<file path="src/rtl/ps2_movement_decoder_if.sv">
// PS/2 pin and decoder-result bundle for ps2_movement_decoder.
// The master side drives the PS/2 lines; the slave side is the decoder.
interface ps2_movement_decoder_if;
    logic       ps2_clk_in;
    logic       ps2_data_in;
    logic [3:0] mvmt_out;
    logic [7:0] scancode_out;
    logic       scancode_valid_out;
    logic       frame_err_out;

    modport master (
        output ps2_clk_in,
        output ps2_data_in,
        input  mvmt_out,
        input  scancode_out,
        input  scancode_valid_out,
        input  frame_err_out
    );

    modport slave (
        input  ps2_clk_in,
        input  ps2_data_in,
        output mvmt_out,
        output scancode_out,
        output scancode_valid_out,
        output frame_err_out
    );
endinterface

</file>
<file path="src/rtl/ps2_movement_decoder.sv">
// PS/2 keyboard receiver that turns make/break scancodes into a held
// movement vector {forward, backward, left, right} in the pixel clock domain.
module ps2_movement_decoder #(
    parameter int unsigned FILTER_LEN     = 4,
    parameter int unsigned TIMEOUT_CYCLES = 25000
) (
    input  logic                 clk_in,
    input  logic                 rst_in,
    ps2_movement_decoder_if.slave bus
);
    localparam int unsigned TO_W = $clog2(TIMEOUT_CYCLES + 1);
    localparam logic [TO_W-1:0] TO_MAX = TO_W'(TIMEOUT_CYCLES);

    logic [1:0]            r_clk_sync;
    logic [1:0]            r_dat_sync;
    logic [FILTER_LEN-1:0] r_clk_hist;
    logic [FILTER_LEN-1:0] r_dat_hist;
    logic                  r_clk_filt;
    logic                  r_dat_filt;
    logic                  r_clk_prev;

    logic [3:0]            r_bit_cnt;
    logic [9:0]            r_frame;
    logic [TO_W-1:0]       r_to_cnt;

    logic                  r_ext;
    logic                  r_brk;
    logic [7:0]            r_held;
    logic [7:0]            r_scancode;
    logic                  r_valid;
    logic                  r_err;

    logic                  w_fall;
    logic                  w_timeout;
    logic                  w_done;
    logic                  w_ok;
    logic [7:0]            w_byte;
    logic                  w_hit;
    logic [2:0]            w_idx;
    logic                  w_ext_n;
    logic                  w_brk_n;
    logic [7:0]            w_held_n;

    // Synchronizer and glitch filter; everything presets to the idle-high level.
    always_ff @(posedge clk_in) begin
        if (rst_in) begin
            r_clk_sync <= '1;
            r_dat_sync <= '1;
            r_clk_hist <= '1;
            r_dat_hist <= '1;
            r_clk_filt <= 1'b1;
            r_dat_filt <= 1'b1;
            r_clk_prev <= 1'b1;
        end else begin
            r_clk_sync <= {r_clk_sync[0], bus.ps2_clk_in};
            r_dat_sync <= {r_dat_sync[0], bus.ps2_data_in};
            r_clk_hist <= {r_clk_hist[FILTER_LEN-2:0], r_clk_sync[1]};
            r_dat_hist <= {r_dat_hist[FILTER_LEN-2:0], r_dat_sync[1]};
            if (&r_clk_hist)
                r_clk_filt <= 1'b1;
            else if (~|r_clk_hist)
                r_clk_filt <= 1'b0;
            if (&r_dat_hist)
                r_dat_filt <= 1'b1;
            else if (~|r_dat_hist)
                r_dat_filt <= 1'b0;
            r_clk_prev <= r_clk_filt;
        end
    end

    assign w_fall    = r_clk_prev & ~r_clk_filt;
    assign w_timeout = (r_to_cnt == TO_MAX);
    assign w_done    = w_fall && !w_timeout && (r_bit_cnt == 4'd10);
    assign w_byte    = r_frame[8:1];
    assign w_ok      = ~r_frame[0] & r_dat_filt & (^r_frame[9:1]);

    // Held bits [3:0] are W,S,A,D and [7:4] are up,down,left,right arrows.
    always_comb begin
        w_hit    = 1'b1;
        w_idx    = 3'd0;
        w_ext_n  = r_ext;
        w_brk_n  = r_brk;
        w_held_n = r_held;
        case ({r_ext, w_byte})
            9'h01D:  w_idx = 3'd3;
            9'h01B:  w_idx = 3'd2;
            9'h01C:  w_idx = 3'd1;
            9'h023:  w_idx = 3'd0;
            9'h175:  w_idx = 3'd7;
            9'h172:  w_idx = 3'd6;
            9'h16B:  w_idx = 3'd5;
            9'h174:  w_idx = 3'd4;
            default: w_hit = 1'b0;
        endcase
        if (w_byte == 8'hE0) begin
            w_ext_n = 1'b1;
        end else if (w_byte == 8'hF0) begin
            w_brk_n = 1'b1;
        end else if (w_byte == 8'h00 || w_byte == 8'hFF) begin
            w_held_n = '0;
            w_ext_n  = 1'b0;
            w_brk_n  = 1'b0;
        end else begin
            if (w_hit)
                w_held_n[w_idx] = ~r_brk;
            w_ext_n = 1'b0;
            w_brk_n = 1'b0;
        end
    end

    // A timeout outranks a coincident edge, which then starts a fresh frame.
    always_ff @(posedge clk_in) begin
        if (rst_in) begin
            r_bit_cnt  <= '0;
            r_frame    <= '0;
            r_to_cnt   <= '0;
            r_ext      <= 1'b0;
            r_brk      <= 1'b0;
            r_held     <= '0;
            r_scancode <= '0;
            r_valid    <= 1'b0;
            r_err      <= 1'b0;
        end else begin
            r_valid <= 1'b0;
            r_err   <= 1'b0;
            if (w_timeout) begin
                r_err    <= 1'b1;
                r_ext    <= 1'b0;
                r_brk    <= 1'b0;
                r_to_cnt <= '0;
                if (w_fall) begin
                    r_frame[0] <= r_dat_filt;
                    r_bit_cnt  <= 4'd1;
                end else begin
                    r_bit_cnt  <= '0;
                end
            end else if (w_fall) begin
                r_to_cnt <= '0;
                if (r_bit_cnt == 4'd10) begin
                    r_bit_cnt <= '0;
                end else begin
                    r_frame[r_bit_cnt] <= r_dat_filt;
                    r_bit_cnt          <= r_bit_cnt + 4'd1;
                end
            end else if (r_bit_cnt != 4'd0) begin
                r_to_cnt <= r_to_cnt + TO_W'(1);
            end else begin
                r_to_cnt <= '0;
            end

            if (w_done) begin
                if (w_ok) begin
                    r_scancode <= w_byte;
                    r_valid    <= 1'b1;
                    r_held     <= w_held_n;
                    r_ext      <= w_ext_n;
                    r_brk      <= w_brk_n;
                end else begin
                    r_err <= 1'b1;
                    r_ext <= 1'b0;
                    r_brk <= 1'b0;
                end
            end
        end
    end

    assign bus.mvmt_out           = r_held[7:4] | r_held[3:0];
    assign bus.scancode_out       = r_scancode;
    assign bus.scancode_valid_out = r_valid;
    assign bus.frame_err_out      = r_err;
endmodule

</file>
<file path="src/flat_wrapper.sv">
// flat-port wrapper written by rule: the top's interface ports become plain ports
module ps2_movement_decoder_flat 
#(
    parameter int unsigned FILTER_LEN     = 4,
    parameter int unsigned TIMEOUT_CYCLES = 25000
)
  (clk_in, rst_in, bus_ps2_clk_in, bus_ps2_data_in, bus_mvmt_out, bus_scancode_out, bus_scancode_valid_out, bus_frame_err_out);
  ps2_movement_decoder_if bus_i ();
  input  logic clk_in;
  input  logic rst_in;
  input wire logic [$bits(bus_i.ps2_clk_in)-1:0] bus_ps2_clk_in;
  input wire logic [$bits(bus_i.ps2_data_in)-1:0] bus_ps2_data_in;
  output wire logic [$bits(bus_i.mvmt_out)-1:0] bus_mvmt_out;
  output wire logic [$bits(bus_i.scancode_out)-1:0] bus_scancode_out;
  output wire logic [$bits(bus_i.scancode_valid_out)-1:0] bus_scancode_valid_out;
  output wire logic [$bits(bus_i.frame_err_out)-1:0] bus_frame_err_out;
  assign bus_i.ps2_clk_in = bus_ps2_clk_in;
  assign bus_i.ps2_data_in = bus_ps2_data_in;
  assign bus_mvmt_out = bus_i.mvmt_out;
  assign bus_scancode_out = bus_i.scancode_out;
  assign bus_scancode_valid_out = bus_i.scancode_valid_out;
  assign bus_frame_err_out = bus_i.frame_err_out;
  ps2_movement_decoder #(.FILTER_LEN(FILTER_LEN), .TIMEOUT_CYCLES(TIMEOUT_CYCLES)) u_core (.clk_in(clk_in), .rst_in(rst_in), .bus(bus_i));
endmodule
</file>
<file path="config.mk">
export PLATFORM = sky130hd
export DESIGN_NAME = ps2_movement_decoder_flat
export DESIGN_NICKNAME = d
export VERILOG_FILES = /design/src/rtl/ps2_movement_decoder_if.sv /design/src/rtl/ps2_movement_decoder.sv /design/src/flat_wrapper.sv
export SDC_FILE = /design/constraint.sdc
export NUM_CORES = 1
export LEC_CHECK = 0
export CELL_PAD_IN_SITES_DETAIL_PLACEMENT = 1
export CELL_PAD_IN_SITES_GLOBAL_PLACEMENT = 1
export CORE_MARGIN = 4
export CORE_UTILIZATION = 45
export DETAILED_ROUTE_END_ITERATION = 16
export PLACE_DENSITY_LB_ADDON = 0.1
export RECOVER_POWER = 25
export SLEW_MARGIN = 10
export SYNTH_ARGS = -nofsm -noshare
export SYNTH_HDL_FRONTEND = slang
export SYNTH_SLANG_ARGS = --single-unit
export TNS_END_PERCENT = 20
</file>
<file path="constraint.sdc">
create_clock -name clk_in -period 2.73 [get_ports clk_in]
set_input_delay 0.546 -clock clk_in [delete_from_list [all_inputs] [get_ports clk_in]]
set_output_delay 0.546 -clock clk_in [all_outputs]
set_load 0.005 [all_outputs]
</file>
==> results.txt <==
----------------------------------------------------
[Timing]
  Final-report hold violation count ... 0
  Highest Clock Rate ... 396.9 MHz
  Worst path setup slack after routing ... 210.8 ps
  Final sum of negative setup slack ... 0 ps
  Clock Skew ... 13.75 ps
  Max-slew violation total from the final report ... 0
  Time the worst path needs with I/O delays and setup ... 2519 ps
  Slew of the pin with the lowest slew margin ... 864.4 ps
  Final Setup Violations ... 0
  Relative slew slack ... 42.37%
  Unrepaired setup endpoints after global routing ... false
  Ratio of final minimum period to clock period ... 92.28%

[Synth]
  Flop and latch count out of synthesis ... 64
  Count of flip-flops with a built-in enable after synthesis ... 0
  Synthesized area per cell ... 8.797 µm²
  Largest area contributor in the netlist ... sky130_fd_sc_hd__dfxtp_1
  Seq/Total Area, Yosys ... 40.35%
  Fraction of registers with async set/reset ... 0%
  Primary flip-flop cell chosen by synthesis mapping ... sky130_fd_sc_hd__dfxtp_1
  Synth Cell Area ... 0.003176 mm²
  Share of Yosys cell area claimed by the top area cell type ... 40.35%
  Number of synthesis warnings ... 0
  Number of instances in the synthesized netlist ... 361
  Synth area leaders ... sky130_fd_sc_hd__dfxtp_1, sky130_fd_sc_hd__ha_1, sky130_fd_sc_hd__nor2_1
  Number of distinct library cells after synthesis ... 51
  Nets in the synthesized netlist ... 382

[Clock tree]
  Clock tree from TritonCTS ... built
  Clock-pin slew on the worst setup and hold paths ... 80 ps
  CTS Root Cell ... sky130_fd_sc_hd__clkbuf_8
  Htree depth ... 3
  Number of sinks driven by the clock tree ... 64
  Hold buffer count at CTS ... 0
  Clock Tree Buf Depth ... 2
  Inserted Clock Buffers ... 9
  Cells resized by post-CTS repair ... 0
  Clock latency of the later-clocked register in the worst-skew pair ... 360 ps

[Placed design]
  # port buffers ... 17
  Weighted congestion at the end of routability-driven global placement ... 0.8153
  # placed instances ... 469
  Placement Setup Slack ... 196.8 ps
  Detailed placer's ending HPWL ... 5579 µm

[Min path]
  Hold wc startpoint ... u_core.r_clk_sync[0]
  Worst hold endpoint ... u_core.r_clk_sync[1]
  Worst min-delay path category ... register to register
  Hold path depth ... 1

[Route]
  Post-route ant nets ... 0
  Residual DRC count ... 0
  Per-cell routed wire length ... 16.00 µm
  Via count ... 2,678
  Vias/cell ... 5.499
  DRC violation total after the first TritonRoute iteration ... 86
  Routed Wire Length ... 7792 µm
  Detailed-router iteration count before antenna repair ... 4

[Global routing]
  Maximum number of pins on one net before global-route repair ... 49
  Remaining global-route overflow ... 0
  Number of global-route vias before repair ... 2,706
  Total track usage ... 19.88%
  Wire length of the first global-routing pass ... 13,410 µm
  Number of antenna violations at the first check in global routing ... 0

[Floorplan]
  Area inside the core boundary ... 0.006832 mm²
  Number of placed I/O pins ... 18
  Total die area ... 0.008465 mm²
  Width of the chip ... 92.01 µm
  Vertical extent of the die ... 92.01 µm
  Number of rows in the core area ... 30
  Starting density of the core ... 46.48%

[Worst setup path]
  Critical register-to-register path startpoint ... u_core.r_to_cnt[4]
  Register-to-register setup slack ... 210 ps
  Category of the critical setup timing path ... register to register
  Kind of launch point of the worst setup path ... register
  Critical path's largest stage delay ... 820 ps
  Highest-delay cell along the critical path ... sky130_fd_sc_hd__or4_1
  CP Cell Sequence ... or4_1, or4_1, and4_4, nand3_1, o32ai_1
  Critical path's most frequent cell ... sky130_fd_sc_hd__or4_1
  Arrival time of the worst setup path ... 2720 ps
  Number of cell instances on the worst register-to-register path ... 5
  Setup crit end kind ... register
  CP max FO ... 15
  Critical path required time ... 2930 ps
  End of the worst register-to-register path ... u_core.r_held[4]

[Power]
  Leak ... 1.379 nW
  Total internal power ... 0.001469 W
  Part of the power in the clock network ... 49.3%
  Max IR drop VDD ... 0.0003618 V
  Register share of total power ... 49.5%
  Ratio of total power to cell area ... 511.1 mW/mm²
  Switching power share of the total ... 22.52%
  Net load switching power ... 0.0004268 W
  Share of total power in combinational logic ... 1.2%

[Cells and area]
  Area added between synthesis and finish ... 16.78%
  Post-layout instance count excluding filler cells ... 487
  Layout filler cell count ... 831
  Layout cell share with drive strength beyond 1 ... 12.28%
  # diodes ... 0
  # nets final ... 407

[Flow run]
  Reported max-cap violation count ... 0

[Outcome]
  Outcome ... finished, final reports clean

----------------------------------------------------
==> cells in the mapped netlist (3+ instances only) <==
library cell,n
sky130_fd_sc_hd__dfxtp_1,64
sky130_fd_sc_hd__nor2_1,50
sky130_fd_sc_hd__nand2_1,22
sky130_fd_sc_hd__mux2i_1,18
sky130_fd_sc_hd__or2_2,18
sky130_fd_sc_hd__ha_1,17
sky130_fd_sc_hd__inv_1,17
sky130_fd_sc_hd__nand3_1,17
sky130_fd_sc_hd__a21oi_1,9
sky130_fd_sc_hd__clkbuf_1,9
sky130_fd_sc_hd__nand4_1,9
sky130_fd_sc_hd__xnor2_1,9
sky130_fd_sc_hd__o21ai_0,8
sky130_fd_sc_hd__xor2_1,8
sky130_fd_sc_hd__nand2b_1,7
sky130_fd_sc_hd__nor4_1,7
sky130_fd_sc_hd__a211oi_1,5
sky130_fd_sc_hd__o32ai_1,5
sky130_fd_sc_hd__nor3_1,4
sky130_fd_sc_hd__or3_1,4
sky130_fd_sc_hd__a22oi_1,3
sky130_fd_sc_hd__a31oi_1,3
sky130_fd_sc_hd__and3_1,3
sky130_fd_sc_hd__nor2b_1,3
sky130_fd_sc_hd__o211ai_1,3
sky130_fd_sc_hd__or4_1,3
==> critical path, delay by kind of cell, from the launching register on <==
family / cells / cell delay [ps]
and+or+nand+nor: 4 / 1890
DFF: 1 / 340
AOI/OAI and AO/OA: 1 / 130
==> stage by stage <==
step	cell area [µm²]	hold WS, ps	power [W]	util, %
after floorplan	3176	389.5	0.0009746	-
after global placement	3470	392.4	0.0009837	50.79
after detailed placement	3470	397.5	0.0009843	50.79
after CTS	3696	418.2	0.001923	54.10
after global routing	3709	437.8	0.001969	54.29
final	3709	414.0	0.001895	54.29
==> cell type report <==
class / instances / area [µm²] / area share (%)
Multi-Input combinational cell: 266 / 1767 / 47.64
Sequential cell: 64 / 1281 / 34.55
Timing Repair Buffer: 28 / 250.2 / 6.748
Clock buffer: 9 / 123.9 / 3.340
Tap cell: 96 / 120.1 / 3.239
Clock inverter: 7 / 102.6 / 2.767
Inverter: 17 / 63.81 / 1.721
==> cell usage in the layout, fill, tap and decap left out, types with 3 or more instances in the layout <==
master / netlist / layout
sky130_fd_sc_hd__xor2_1: 8 / 8
sky130_fd_sc_hd__nand2b_1: 7 / 7
sky130_fd_sc_hd__o32ai_1: 5 / 5
sky130_fd_sc_hd__a22oi_1: 3 / 3
sky130_fd_sc_hd__buf_4: 2 / 10
sky130_fd_sc_hd__xnor2_1: 9 / 9
sky130_fd_sc_hd__or4_1: 3 / 3
sky130_fd_sc_hd__nor2b_1: 3 / 3
sky130_fd_sc_hd__o211ai_1: 3 / 3
sky130_fd_sc_hd__a31oi_1: 3 / 3
sky130_fd_sc_hd__ha_1: 17 / 17
sky130_fd_sc_hd__dlygate4sd3_1: 0 / 5
sky130_fd_sc_hd__inv_1: 17 / 17
sky130_fd_sc_hd__a211oi_1: 5 / 5
sky130_fd_sc_hd__or2_2: 18 / 18
sky130_fd_sc_hd__nand2_1: 22 / 22
sky130_fd_sc_hd__nor4_1: 7 / 6
sky130_fd_sc_hd__and3_1: 3 / 3
sky130_fd_sc_hd__clkdlybuf4s50_1: 0 / 12
sky130_fd_sc_hd__a21oi_1: 9 / 9
sky130_fd_sc_hd__nor3_1: 4 / 4
sky130_fd_sc_hd__clkbuf_8: 0 / 9
sky130_fd_sc_hd__nand3_1: 17 / 17
sky130_fd_sc_hd__o21ai_0: 8 / 8
sky130_fd_sc_hd__nand4_1: 9 / 9
sky130_fd_sc_hd__nor2_1: 50 / 50
sky130_fd_sc_hd__or3_1: 4 / 4
sky130_fd_sc_hd__dfxtp_1: 64 / 64
sky130_fd_sc_hd__mux2i_1: 18 / 18
==> logic make-up after synthesis <==
family / Yosys count / share of synthesized area, %
simple gates: 160 / 26.08
flops: 64 / 40.35
compound gates: 53 / 11.58
buf+inv: 31 / 4.216
xor+xnor: 18 / 5.398
mux: 18 / 5.674
fa+ha+maj: 17 / 6.698
==> worst max-delay path by stage <==
stage	start	end	slack (ps)	depth (start not counted)
after floorplan	u_core.r_frame[2]	u_core.r_held[3]	520	7
after global placement	u_core.r_frame[3]	u_core.r_held[3]	230	7
after detailed placement	u_core.r_frame[3]	u_core.r_held[3]	200	7
after CTS	u_core.r_frame[3]	u_core.r_held[3]	170	7
after global routing	u_core.r_frame[3]	u_core.r_held[6]	60	8
final	u_core.r_to_cnt[4]	u_core.r_held[4]	210	5
==> routing by layer <==
layer | wire length [µm] | share of wire, % | vias up | track usage, %
met4 | 114 | 1.5 | 0 | 6.683
met2 | 3936 | 51 | 30 | 34.43
met3 | 169 | 2.2 | 9 | 4.512
met1 | 3571 | 46 | 1320 | 24.25
li1 | - | - | 1319 | -
met5 | 0 | 0 | - | 0
==> power by group through the flow <==
stage           logic, W  clock network, W  registers [W]
6_report       0.0000227          0.000934       0.000939
5_1_grt        0.0000249           0.00101       0.000939
4_1_cts        0.0000238          0.000960       0.000939
3_5_place_dp   0.0000237                 0       0.000961
3_3_place_gp   0.0000233                 0       0.000960
2_1_floorplan  0.0000146                 0       0.000960
==> repair_timing <==
item	4_1_cts	5_1_grt
hold endpoints to repair	0	0
setup endpoints to repair	0	1
setup buffers	0	2
==> state kept, by name (all words and copies together) (netlist names), 2 cells and up <==
name and flops:
u_core.r_clk_sync 2, u_core.r_held 8, u_core.r_bit_cnt 4, u_core.r_frame 10
u_core.r_dat_sync 2, u_core.r_dat_hist 4, u_core.bus.scancode_out 8, u_core.r_to_cnt 15
u_core.r_clk_hist 4
No activity file was read; power rests on OpenSTA's default activity.
